$ cat config.mk
export PLATFORM = sky130hd
export DESIGN_NAME = sort_engine
export DESIGN_NICKNAME = d
export VERILOG_FILES = /design/src/rtl/sort_engine.sv
export SDC_FILE = /design/constraint.sdc
export NUM_CORES = 2
export LEC_CHECK = 0
export CORE_ASPECT_RATIO = 1.1
export CORE_MARGIN = 5
export CORE_UTILIZATION = 34
export CTS_BUF_LIST = sky130_fd_sc_hd__clkbuf_4
export DETAILED_ROUTE_END_ITERATION = 8
export HOLD_SLACK_MARGIN = 0.1
export SLEW_MARGIN = 20
export SYNTH_ARGS = -nofsm -noshare
export SYNTH_HDL_FRONTEND = slang
export SYNTH_SLANG_ARGS = --single-unit
$ cat constraint.sdc
create_clock -name clk_i -period 6.1 [get_ports clk_i]
set_input_delay 0.915 -clock clk_i [delete_from_list [all_inputs] [get_ports clk_i]]
set_output_delay 0.915 -clock clk_i [all_outputs]
set_load 0.02 [all_outputs]
$ cat src/rtl/sort_engine.sv
// Odd-even transposition sorter: captures N elements on start, runs N
// compare-swap phases, then publishes the sorted array and total swap count.
//
// state | meaning
// IDLE  | waiting for start_i; outputs hold the last result
// SORT  | one compare-swap phase per clock, N phases
// DONE  | publish working array and swap count, pulse done_o next cycle

module sort_engine #(
   parameter int N       = 8,
   parameter int DATA_W  = 32,
   parameter bit SIGNED  = 1'b1,
   parameter bit DESCEND = 1'b0
) (
   input  logic                  clk_i,
   input  logic                  rstn_i,
   input  logic                  start_i,
   input  logic [N*DATA_W-1:0]   in_array_i,
   output logic                  busy_o,
   output logic                  done_o,
   output logic [N*DATA_W-1:0]   out_array_o,
   output logic [$clog2(N*N):0]  swap_cnt_o
);

   localparam int CNT_W = $clog2(N*N) + 1;
   localparam int PH_W  = $clog2(N);

   typedef enum logic [1:0] {IDLE, SORT, DONE} state_t;

   state_t            state_q, state_d;
   logic [PH_W-1:0]   phase_q;
   logic [DATA_W-1:0] work_q [N];
   logic [DATA_W-1:0] work_d [N];
   logic [CNT_W-1:0]  acc_q;
   logic [CNT_W-1:0]  phase_swaps;
   logic              done_q;
   logic              last_phase;

   // Strict compare only: equal elements never move, keeping the sort stable.
   function automatic logic out_of_order(input logic [DATA_W-1:0] a,
                                         input logic [DATA_W-1:0] b);
      logic gt;
      logic lt;
      if (SIGNED) begin
         gt = $signed(a) > $signed(b);
         lt = $signed(a) < $signed(b);
      end else begin
         gt = a > b;
         lt = a < b;
      end
      return DESCEND ? lt : gt;
   endfunction

   assign last_phase = (phase_q == PH_W'(N-1));

   always_ff @(posedge clk_i) begin
      if (!rstn_i) begin
         state_q <= IDLE;
      end else begin
         state_q <= state_d;
      end
   end

   always_comb begin
      state_d = state_q;
      case (state_q)
         IDLE:    if (start_i) state_d = SORT;
         SORT:    if (last_phase) state_d = DONE;
         DONE:    state_d = IDLE;
         default: state_d = IDLE;
      endcase
   end

   always_comb begin
      busy_o = (state_q == SORT);
      done_o = done_q;
   end

   // Even phases pair (0,1),(2,3)..; odd phases pair (1,2),(3,4)..
   always_comb begin
      work_d      = work_q;
      phase_swaps = '0;
      for (int i = 0; i < N-1; i++) begin
         if (((i % 2) == int'(phase_q[0])) && out_of_order(work_q[i], work_q[i+1])) begin
            work_d[i]   = work_q[i+1];
            work_d[i+1] = work_q[i];
            phase_swaps = phase_swaps + CNT_W'(1);
         end
      end
   end

   always_ff @(posedge clk_i) begin
      if (!rstn_i) begin
         for (int k = 0; k < N; k++) work_q[k] <= '0;
         phase_q     <= '0;
         acc_q       <= '0;
         out_array_o <= '0;
         swap_cnt_o  <= '0;
         done_q      <= 1'b0;
      end else begin
         done_q <= 1'b0;
         case (state_q)
            IDLE: begin
               if (start_i) begin
                  for (int k = 0; k < N; k++) work_q[k] <= in_array_i[k*DATA_W +: DATA_W];
                  phase_q <= '0;
                  acc_q   <= '0;
               end
            end
            SORT: begin
               work_q  <= work_d;
               phase_q <= phase_q + PH_W'(1);
               acc_q   <= acc_q + phase_swaps;
            end
            DONE: begin
               for (int k = 0; k < N; k++) out_array_o[k*DATA_W +: DATA_W] <= work_q[k];
               swap_cnt_o <= acc_q;
               done_q     <= 1'b1;
            end
            default: ;
         endcase
      end
   end

endmodule
==> flow_metrics.env <==
export IMPL_drt_iter0_markers=2507
export IMPL_fmaxAchievable_mhz=168
export IMPL_ctsHoldBuffers=0
export IMPL_area_growth_syn_to_layout_pct=33.8
export IMPL_startpoint_type="register"
export IMPL_cp_num_buf_inv=6
export IMPL_syn_area_per_cell_um2=8.16
export IMPL_postSynth_asyncResetShare_pct=0
export IMPL_final_core_util_pct=45.8
export IMPL_floorplan_io_pins=524
export IMPL_timing_critical_path_to_type="register"
export IMPL_placed_cells=5062
export IMPL_detail_route_first_pass_iterations=9
export IMPL_cap_violations=0
export IMPL_p_leak_nw=14.7
export IMPL_initial_core_util_pct=34.3
export IMPL_cts_htree_levels=4
export IMPL_post_route_drc_count=0
export IMPL_grt_pass1_vias=28500
export IMPL_clock_tree_buffer_depth=3
export IMPL_fin_crit_share_pct=97.5
export IMPL_critPathLaunch="work_q[215]$_SDFFE_PN0P_"
export IMPL_post_synth_instance_area_um2=28500
export IMPL_crit_path_frequent_cell="inv_1"
export IMPL_antenna_found_initial=10
export IMPL_synth_ff_type="dfxtp_1"
export IMPL_worst_path_stages=31
export IMPL_port_buffer_count=523
export IMPL_timing_final_crit_period_ns=5.95
export IMPL_finalHoldViolations=0
export IMPL_slowest_stage="or4_4"
export IMPL_die_w_um=286
export IMPL_outcome="completed"
export IMPL_setup_viol_count_final=0
export IMPL_overflow=0
export IMPL_die_area_um2=89700
export IMPL_synth_seq_area_share_pct=37.4
export IMPL_yosys_warnings=0
export IMPL_timing_critical_path_required_ns=6.97
export IMPL_max_slew_margin_rel_pct=23.7
export IMPL_tritoncts_num_buffers=152
export IMPL_ys_seq_elements=532
export IMPL_tritoncts_clock_tree="done"
export IMPL_synth_cells=3491
export IMPL_synth_cell_type_count=72
export IMPL_arrival_ns=6.82
export IMPL_critical_path_class="register to register"
export IMPL_critPathMaxFanout=4
export IMPL_crit_path_max_incr_delay_ns=0.52
export IMPL_reg2reg_slack_ns=0.15
export IMPL_drt_wl_total_um=118000
export IMPL_avgViaCountPerCell=5.43
export IMPL_hpwl_um=84800
export IMPL_share_of_post_route_cells_with_drive_strength_above_1_pct=12.6
export IMPL_place_congestion=0.875
export IMPL_fillCellCount=8379
export IMPL_power_per_cell_area_nw_per_um2=291
export IMPL_filler_free_cell_count_of_the_finished_design=5332
export IMPL_maxSlewViolCount=0
export IMPL_pin_count_of_the_biggest_net_entering_global_routing=195
export IMPL_core_area_um2=83200
export IMPL_via_count=28900
export IMPL_global_route_wire_length_before_repair_um=176000
export IMPL_cts_root_buffer_cell="clkbuf_4"
export IMPL_hold_class="input port to register"
export IMPL_cts_sinks=532
export IMPL_vdd_ir_drop_max_v=0.000181
export IMPL_fin_worst_hold_slack_ns=0.398
export IMPL_rows=111
export IMPL_die_height_um=314
export IMPL_reg2reg_depth=31
export IMPL_number_of_enable_flip_flop_cells_after_synthesis=0
export IMPL_finClkSkew_ns=0.0664
export IMPL_endpoint_of_the_most_critical_setup_path="acc_q[6]$_SDFFE_PN0P_"
export IMPL_grtUsageTotal_pct=25.2
export IMPL_route_detailed_wl_per_inst_um=22.1
export IMPL_final_nets=4646
export IMPL_clock_latency_ns=1.03
export IMPL_r2r_end="acc_q[6]$_SDFFE_PN0P_"
export IMPL_detail_route_antenna_nets=0
export IMPL_regToRegStartpoint="work_q[215]$_SDFFE_PN0P_"
export IMPL_timing_critical_path_max_delay_family="compound AO/OA/AOI/OAI gates"
export IMPL_max_slew_worst_pin_slew_ns=1.14
export IMPL_totalPowerFinal_mw=11.1
export IMPL_clk_pin_slew_ns=0.06
-- cells in the mapped netlist (all sizes together), types with 26 or more instances --
master  instances  share of area (%)
a21o           32               0.84
a221oi        163                5.0
o21ai          67                1.2
a211oi         38                1.0
mux2i          33                1.2
clkbuf        231                3.0
nor2b         152                3.3
a22o           32               0.98
o22ai          34               0.75
a222oi         32                1.1
nand2         641                8.4
inv           234                3.1
o211ai         39                1.0
ha            236                 10
buf            26               0.46
a21oi         182                3.2
nor2          226                3.0
o211a          35                1.2
dfxtp         532                 37
nand4          36               0.79
o32ai          33                1.0
a21boi        265                7.0
nor3           74                1.3
-- metal layers --
layer | vias to the layer above | global-route usage, % | routed length, um
met1 | 13800 | 33.4 | 52000
met5 | - | 0 | 48
met2 | 1191 | 40.7 | 53000
met3 | 204 | 5.87 | 9380
li1 | 13700 | - | -
met4 | 8 | 8.03 | 3440
-- per-stage QoR --
step	cell area (um^2)	setup slack, ns	setup TNS (ns)
after floorplan	28500	0.000521	0
after global placement	36000	-0.0238	-0.0238
after CTS	37900	0.0472	0
after global routing	38100	-0.0533	-0.0762
final	38100	0.155	0
after detailed placement	36000	-0.0642	-0.0642
-- sequential cells by signal, summed over array words and instances (netlist names) --
signal and flops:
out_array_o 256, swap_cnt_o 7, work_q 256, phase_q 3
state_q 2, done_o 1, acc_q 7
-- worst min path at each step --
stage | cells after the start | slack, ns | startpoint | endpoint
after floorplan | 2 | 0.45 | acc_q[6]$_SDFFE_PN0P_ | swap_cnt_o[6]$_SDFFE_PN0P_
after global placement | 2 | 0.45 | out_array_o[214]$_SDFFE_PN0P_ | out_array_o[214]$_SDFFE_PN0P_
after detailed placement | 2 | 0.46 | out_array_o[211]$_SDFFE_PN0P_ | out_array_o[211]$_SDFFE_PN0P_
after CTS | 2 | 0.25 | rstn_i | swap_cnt_o[5]$_SDFFE_PN0P_
after global routing | 2 | 0.35 | rstn_i | out_array_o[240]$_SDFFE_PN0P_
final | 2 | 0.40 | rstn_i | out_array_o[151]$_SDFFE_PN0P_
-- final cells by class --
cell class / count / area (um^2) / area share (%)
Tap cell: 1073 / 1340 / 3.52
Inverter: 234 / 886 / 2.32
Sequential cell: 532 / 10700 / 28.0
Multi-Input combinational cell: 2469 / 16300 / 42.7
Clock buffer: 216 / 1620 / 4.25
Clock inverter: 40 / 225 / 0.591
Antenna cell: 7 / 17.5 / 0.0459
Timing Repair Buffer: 761 / 7080 / 18.6
-- where the power goes --
part           internal [mW]  switching [mW]  total, mW
combinational           1.61            2.16       3.77
clock                   1.70            1.63       3.33
sequential              3.72           0.295       4.01
total                   7.03            4.08       11.1
-- cells by family (layout without fill, tap and decap cells) --
kind of cell / after synthesis / in the layout / synth area share [%]
compound gates: 1000 / 1000 / 25.8
simple gates: 1188 / 1188 / 18.3
other cells: 1 / 9 / 0.0132
mux: 34 / 34 / 1.20
flops: 532 / 532 / 37.4
fa+ha+maj: 237 / 237 / 10.4
xor+xnor: 8 / 8 / 0.294
buf+inv: 491 / 1251 / 6.59
-- layout by cell type (no fill, tap or decap), drive strengths merged, types with 6 or more instances in the layout --
master	n
a211oi	38
a21boi	265
a21o	32
a21oi	182
a221oi	163
a222oi	32
a22o	32
a22oi	10
and4	7
buf	239
clkbuf	216
clkdlybuf4s50	522
clkinv	28
dfxtp	532
diode	7
ha	236
inv	240
mux2i	33
nand2	641
nand2b	8
nand3	14
nand4	36
nor2	226
nor2b	152
nor3	74
o211a	35
o211ai	39
o21a	8
o21ai	67
o22ai	34
o31ai	6
o32ai	33
-- what timing repair did --
action / CTS / global route
gates resized for setup: 7 / 37
endpoints found under the hold margin: 0 / 0
pin swaps: 5 / 17
gates cloned: 0 / 0
setup buffers: 3 / 4
setup endpoints to repair: 1 / 4
No activity file was read; power rests on OpenSTA's default activity.
